===== config.mk =====
export PLATFORM = sky130hd
export DESIGN_NAME = bp_cfg_loader
export DESIGN_NICKNAME = d
export VERILOG_FILES = /design/src/rtl/bp_cfg_loader.sv
export SDC_FILE = /design/constraint.sdc
export NUM_CORES = 1
export LEC_CHECK = 0
export ABC_CLOCK_PERIOD_IN_PS = 1850
export BUFFER_PORTS_ARGS = -buffer_cell sky130_fd_sc_hd__buf_2
export CAP_MARGIN = 10
export CELL_PAD_IN_SITES_DETAIL_PLACEMENT = 2
export CELL_PAD_IN_SITES_GLOBAL_PLACEMENT = 2
export CORE_ASPECT_RATIO = 0.75
export CORE_MARGIN = 10
export CORE_UTILIZATION = 10
export CTS_BUF_LIST = sky130_fd_sc_hd__clkbuf_4
export CTS_CLUSTER_DIAMETER = 120
export DETAILED_ROUTE_END_ITERATION = 8
export GPL_ROUTABILITY_DRIVEN = 0
export GPL_TIMING_DRIVEN = 0
export PLACE_DENSITY_LB_ADDON = 0.08
export SYNTH_ARGS = -nofsm -noshare
export SYNTH_HDL_FRONTEND = slang
export SYNTH_SLANG_ARGS = --single-unit

===== constraint.sdc =====
create_clock -name clk_i -period 1.85 [get_ports clk_i]
set_input_delay 0.0925 -clock clk_i [delete_from_list [all_inputs] [get_ports clk_i]]
set_output_delay 0.0925 -clock clk_i [all_outputs]
set_load 0.02 [all_outputs]

===== src/rtl/bp_cfg_loader.sv =====
// Boot-time config master: freeze, stream CCE ucode from a sync ROM, set NPC, set CCE mode, unfreeze.
// Latency: one command per handshake; one cycle ROM latency after each ucode index change.
// Backpressure: holds mem_cmd_o/mem_cmd_v_o stable until ready; caps writes in flight at max_outstanding_p.
//
// Ports:
//   clk_i, reset_i                - clock, synchronous active-high reset
//   mem_cmd_o/_v_o/_ready_i       - uncached write commands {msg_type[3:0], size[2:0], addr, data}
//   mem_resp_i/_v_i/_yumi_o       - write acknowledgements, always consumed on arrival
//   ucode_addr_o, ucode_data_i    - external synchronous microcode ROM
//   done_o, error_o               - sticky completion and protocol-error flags
//
// The processor configuration is flattened into the width parameters below.
module bp_cfg_loader #(
  parameter int paddr_width_p     = 40,
  parameter int cce_instr_width_p = 48,
  parameter int dword_width_p     = 64,
  parameter int ucode_entries_p   = 256,
  parameter int max_outstanding_p = 2,
  parameter logic [paddr_width_p-1:0] cfg_freeze_addr_p     = 'h0_0008,
  parameter logic [paddr_width_p-1:0] cfg_npc_addr_p        = 'h0_0010,
  parameter logic [paddr_width_p-1:0] cfg_cce_mode_addr_p   = 'h0_0018,
  parameter logic [paddr_width_p-1:0] cfg_ucode_base_addr_p = 'h0_8000,
  parameter logic [dword_width_p-1:0] boot_npc_p            = 'h8000_0000,
  localparam int cce_mem_msg_width_lp = 4 + 3 + paddr_width_p + dword_width_p,
  localparam int ucode_addr_width_lp  = (ucode_entries_p > 1) ? $clog2(ucode_entries_p) : 1
) (
  input  logic                            clk_i,
  input  logic                            reset_i,
  output logic [cce_mem_msg_width_lp-1:0] mem_cmd_o,
  output logic                            mem_cmd_v_o,
  input  logic                            mem_cmd_ready_i,
  input  logic [cce_mem_msg_width_lp-1:0] mem_resp_i,
  input  logic                            mem_resp_v_i,
  output logic                            mem_resp_yumi_o,
  output logic [ucode_addr_width_lp-1:0]  ucode_addr_o,
  input  logic [cce_instr_width_p-1:0]    ucode_data_i,
  output logic                            done_o,
  output logic                            error_o
);

  localparam logic [3:0] e_cce_mem_uc_wr = 4'd3;
  localparam logic [2:0] e_size_8b       = 3'd3;

  localparam int cnt_width_lp = $clog2(max_outstanding_p + 1);
  localparam logic [cnt_width_lp-1:0] max_out_lp = cnt_width_lp'(max_outstanding_p);
  localparam logic [ucode_addr_width_lp-1:0] last_idx_lp =
    ucode_addr_width_lp'((ucode_entries_p > 0) ? ucode_entries_p - 1 : 0);

  localparam logic [3:0] S_RESET    = 4'd0;
  localparam logic [3:0] S_FREEZE   = 4'd1;
  localparam logic [3:0] S_UCODE    = 4'd2;
  localparam logic [3:0] S_NPC      = 4'd3;
  localparam logic [3:0] S_MODE     = 4'd4;
  localparam logic [3:0] S_DRAIN    = 4'd5;
  localparam logic [3:0] S_UNFREEZE = 4'd6;
  localparam logic [3:0] S_FENCE    = 4'd7;
  localparam logic [3:0] S_DONE     = 4'd8;

  logic [3:0]                     r_state;
  logic [cnt_width_lp-1:0]        r_out_cnt;
  logic [ucode_addr_width_lp-1:0] r_idx;
  logic                           r_rom_valid;
  logic                           r_error;

  logic [3:0]                     w_state_nxt;
  logic                           w_write_state;
  logic                           w_cmd_v;
  logic                           w_cmd_hs;
  logic                           w_resp_dec;
  logic                           w_resp_bad;
  logic [paddr_width_p-1:0]       w_addr;
  logic [dword_width_p-1:0]       w_data;
  logic [3:0]                     w_resp_type;
  logic                           w_unused_resp;

  assign w_resp_type   = mem_resp_i[cce_mem_msg_width_lp-1 -: 4];
  assign w_unused_resp = ^mem_resp_i[cce_mem_msg_width_lp-5:0];

  assign w_write_state = (r_state == S_FREEZE) || (r_state == S_UCODE) || (r_state == S_NPC)
                      || (r_state == S_MODE) || (r_state == S_UNFREEZE);

  // Valid depends only on registered state, so it can only stay up until the handshake:
  // responses lower the count but never raise it.
  assign w_cmd_v  = w_write_state && (r_out_cnt < max_out_lp)
                 && ((r_state != S_UCODE) || r_rom_valid);
  assign w_cmd_hs = w_cmd_v && mem_cmd_ready_i;

  assign mem_resp_yumi_o = mem_resp_v_i && !reset_i;
  // A response with nothing in flight is flagged but never underflows the counter.
  assign w_resp_dec = mem_resp_yumi_o && (r_out_cnt != '0);
  assign w_resp_bad = mem_resp_yumi_o && ((w_resp_type != e_cce_mem_uc_wr) || (r_out_cnt == '0));

  always_comb begin
    w_addr = cfg_freeze_addr_p;
    w_data = '0;
    case (r_state)
      S_FREEZE: w_data = dword_width_p'(1);
      S_UCODE: begin
        w_addr = cfg_ucode_base_addr_p + (paddr_width_p'(r_idx) << 3);
        w_data[cce_instr_width_p-1:0] = ucode_data_i;
      end
      S_NPC: begin
        w_addr = cfg_npc_addr_p;
        w_data = boot_npc_p;
      end
      S_MODE: begin
        w_addr = cfg_cce_mode_addr_p;
        w_data = dword_width_p'(1);
      end
      default: ;
    endcase
  end

  always_comb begin
    w_state_nxt = r_state;
    case (r_state)
      S_RESET:    w_state_nxt = S_FREEZE;
      S_FREEZE:   if (w_cmd_hs) w_state_nxt = (ucode_entries_p == 0) ? S_NPC : S_UCODE;
      S_UCODE:    if (w_cmd_hs && (r_idx == last_idx_lp)) w_state_nxt = S_NPC;
      S_NPC:      if (w_cmd_hs) w_state_nxt = S_MODE;
      S_MODE:     if (w_cmd_hs) w_state_nxt = S_DRAIN;
      S_DRAIN:    if (r_out_cnt == '0) w_state_nxt = S_UNFREEZE;
      S_UNFREEZE: if (w_cmd_hs) w_state_nxt = S_FENCE;
      S_FENCE:    if (r_out_cnt == '0) w_state_nxt = S_DONE;
      S_DONE:     w_state_nxt = S_DONE;
      default:    w_state_nxt = S_RESET;
    endcase
  end

  always_ff @(posedge clk_i) begin
    if (reset_i) begin
      r_state     <= S_RESET;
      r_out_cnt   <= '0;
      r_idx       <= '0;
      r_rom_valid <= 1'b0;
      r_error     <= 1'b0;
    end else begin
      r_state <= w_state_nxt;
      case ({w_cmd_hs, w_resp_dec})
        2'b10:   r_out_cnt <= r_out_cnt + cnt_width_lp'(1);
        2'b01:   r_out_cnt <= r_out_cnt - cnt_width_lp'(1);
        default: r_out_cnt <= r_out_cnt;
      endcase
      // ROM data is only trusted one full cycle after the address settles.
      if ((r_state == S_UCODE) && w_cmd_hs) begin
        r_idx       <= r_idx + ucode_addr_width_lp'(1);
        r_rom_valid <= 1'b0;
      end else begin
        r_rom_valid <= 1'b1;
      end
      if (w_resp_bad) r_error <= 1'b1;
    end
  end

  assign mem_cmd_o    = {e_cce_mem_uc_wr, e_size_8b, w_addr, w_data};
  assign mem_cmd_v_o  = w_cmd_v;
  assign ucode_addr_o = r_idx;
  assign done_o       = (r_state == S_DONE);
  assign error_o      = r_error;

endmodule


==> metrics.txt <==
Fmax achieved=0.508 GHz; Clock transition at path regs=0.10 ns; crit path cell chain=a211o_1 -> or3b_4 -> ha_4 -> xnor2_2 -> or3_4 -> a21oi_2; largest net degree at the start of global routing=11; Final Hold Viols=0; arrival time worst endpoint=2.19 ns; Worst path slowest cell=or3b_4; I/O Buffers=123; crit start category=flip-flop; Post-Synthesis Cells=222; Slew Viols, Final=0; die area=22000 um^2; fin crit period=1.97 ns; VDD IR-drop max=0.232 mV; first-pass GRT wire length=13500 um; most frequent cell after synthesis=buf_4; Post-Syn Area=1640 um^2; area leader, netlist=buf_4; Post-synth ARST share=0%; Slew HR=61.4%; layout cells sized above 1=67.3%; Primary FF master, synth=dfxtp_1; EDFF count, synth=0; Final Net Count=580; Avg WL per Cell=15.5 um; Critical Path Max Stage Delay=0.43 ns; vias per inst=3.31; Clock Sinks=16; Post-Syn Area per Cell=7.41 um^2; Place WS=-0.233 ns; outcome=finished, violations left; gr usage total=7.84%; drt first pass iters=4; clk_skew=0.00544 ns; clk root buf=clkbuf_4; largest fanout on the critical path=2; drt initial violations=57; CTS tree=built; Post-synth top cells=buf_4 (55), and2_1 (53), dfxtp_1 (16); Antenna Nets Post-Route=0; WL final=9680 um; DPL Wire Length=7960 um; setup ws final=-0.118 ns; Tcrit/Tclk final=106%; synth unique cells=34; PwrDens=939 nW/um^2; # diodes=0; placed insts=607; die height=131 um; Remaining Overflow, GRT=0; # Max-Cap Violations=0; CP required=2.07 ns; Tightest Hold Check Type=in2reg; vias in the first global route=2254; crit end category=flip-flop; DR vias=2060; Syn-to-layout area delta=115%; Seq/Total Area, Yosys=19.5%; reg2reg setup slack=-0.12 ns; Yosys warning count=0; worst-margin pin slew=0.580 ns; Leak=1.80 nW; failing checks=setup timing; crit path kind=reg2reg; CTS max path bufs=2; initial antenna violation count=0; placed cell area=2730 um^2; # setup viols final=38; Core ar.=16100 um^2; Yosys reg bits=16; RSZ-0062 raised after global routing=true; residual DRC count=0; area share of the largest cell type after synthesis=25.1%; Clk Latency, worst-skew pair=0.29 ns; final non-filler cell total=623; cell area after layout=3540 um^2; CTS buffer count=3; site row count=40; Starting Density=10.2%; H-tree depth=1; DIE WIDTH=168 um; # IOs=286; ranking of synthesized cells by area=buf_4 (25%), and2_1 (20%), dfxtp_1 (19%)
logic make-up after synthesis:
kind of cell / synth area share, %
AND/OR/NAND/NOR: 36.1
buffers and inverters: 28.9
AO/OA/AOI/OAI: 8.07
flip-flops: 19.5
XOR/XNOR: 4.26
adder cells (fa/ha/maj): 1.52
other: 0.457
multiplexers: 1.22
stage by stage:
stage               utilization [%]  power (W)  hold WS (ns)  setup TNS [ns]
floorplan                         -    0.00163         0.233        -0.00445
global placement               17.0    0.00220         0.339           -1.22
detailed placement             17.0    0.00222         0.367          -0.934
CTS                            20.4    0.00307        0.0331           -4.06
global route                   22.0    0.00359        0.0642           -7.41
finish                         22.0    0.00333        0.0496          -0.681
repair_timing:
item                       CTS  global route
gates cloned                 4             0
setup endpoints to repair   61            68
buffers inserted             6             6
pin swaps                    3            36
gates resized for setup    142            83
hold buffers                 0             0
layout make-up:
| cell class | instances | area [um^2] |
|---|---|---|
| Clock buffer | 3 | 22.5 |
| Timing Repair Buffer | 138 | 1110 |
| Sequential cell | 16 | 339 |
| Buffer | 66 | 534 |
| Multi-Input combinational cell | 188 | 1270 |
| Fill cell | 1889 | 12500 |
| Tap cell | 210 | 263 |
| Inverter | 2 | 7.51 |
worst max-delay path, delay by kind of cell, from the launching register on:
kind                     cells  cell delay [ns]
AO/OA/AOI/OAI                2             0.45
XOR/XNOR                     1             0.13
adder cells (fa/ha/maj)      1             0.17
flip-flops                   1             0.34
AND/OR/NAND/NOR              2             0.81
final timing paths:
check | from | endpoint | cells after the start
hold reg to reg | error_o | error_o | 2
setup / recovery | r_state[2] | r_out_cnt[1] | 6
setup reg to reg | r_state[2] | r_out_cnt[1] | 6
hold / removal | mem_resp_v_i | error_o | 3
power by group:
group / switching (W) / internal [W] / leakage, nW / total [W]
registers: 0.0000390 / 0.000395 / 0.136 / 0.000434
logic: 0.00134 / 0.00136 / 1.65 / 0.00270
clock network: 0.000119 / 0.0000756 / 0.0138 / 0.000194
layer usage:
layer,global-route usage (%),up-vias,wire (um)
met5,0,-,0
met4,2.50,0,252
met3,2.89,12,676
met2,13.9,75,5110
met1,8.63,980,3650
li1,-,993,-
layout by cell type (no fill, tap or decap), types with 2 or more instances in the layout:
cell       n
dfxtp_4    3
buf_2     70
dfxtp_1    7
clkbuf_1   2
nand2b_1   2
a31oi_1    2
a21oi_2    2
a211o_1    2
nor2_1    13
and2_1     7
buf_6     59
nor2b_1    5
clkbuf_4   3
a21oi_1    4
nor3_2     2
buf_4     63
inv_1      2
xnor2_2    2
nand4_1    4
ha_4       2
o21ai_0    8
conb_1    54
or4_1      3
and2_4    46
nand2_1    6
buf_8      8
xor2_1     4
xnor2_1    2
dfxtp_2    6
flip-flops by register name (all words and copies together), names as in the netlist:
register / flops
ucode_addr_o: 8
r_rom_valid: 1
error_o: 1
r_out_cnt: 2
r_state: 4
(Power assumes the default switching activity.)
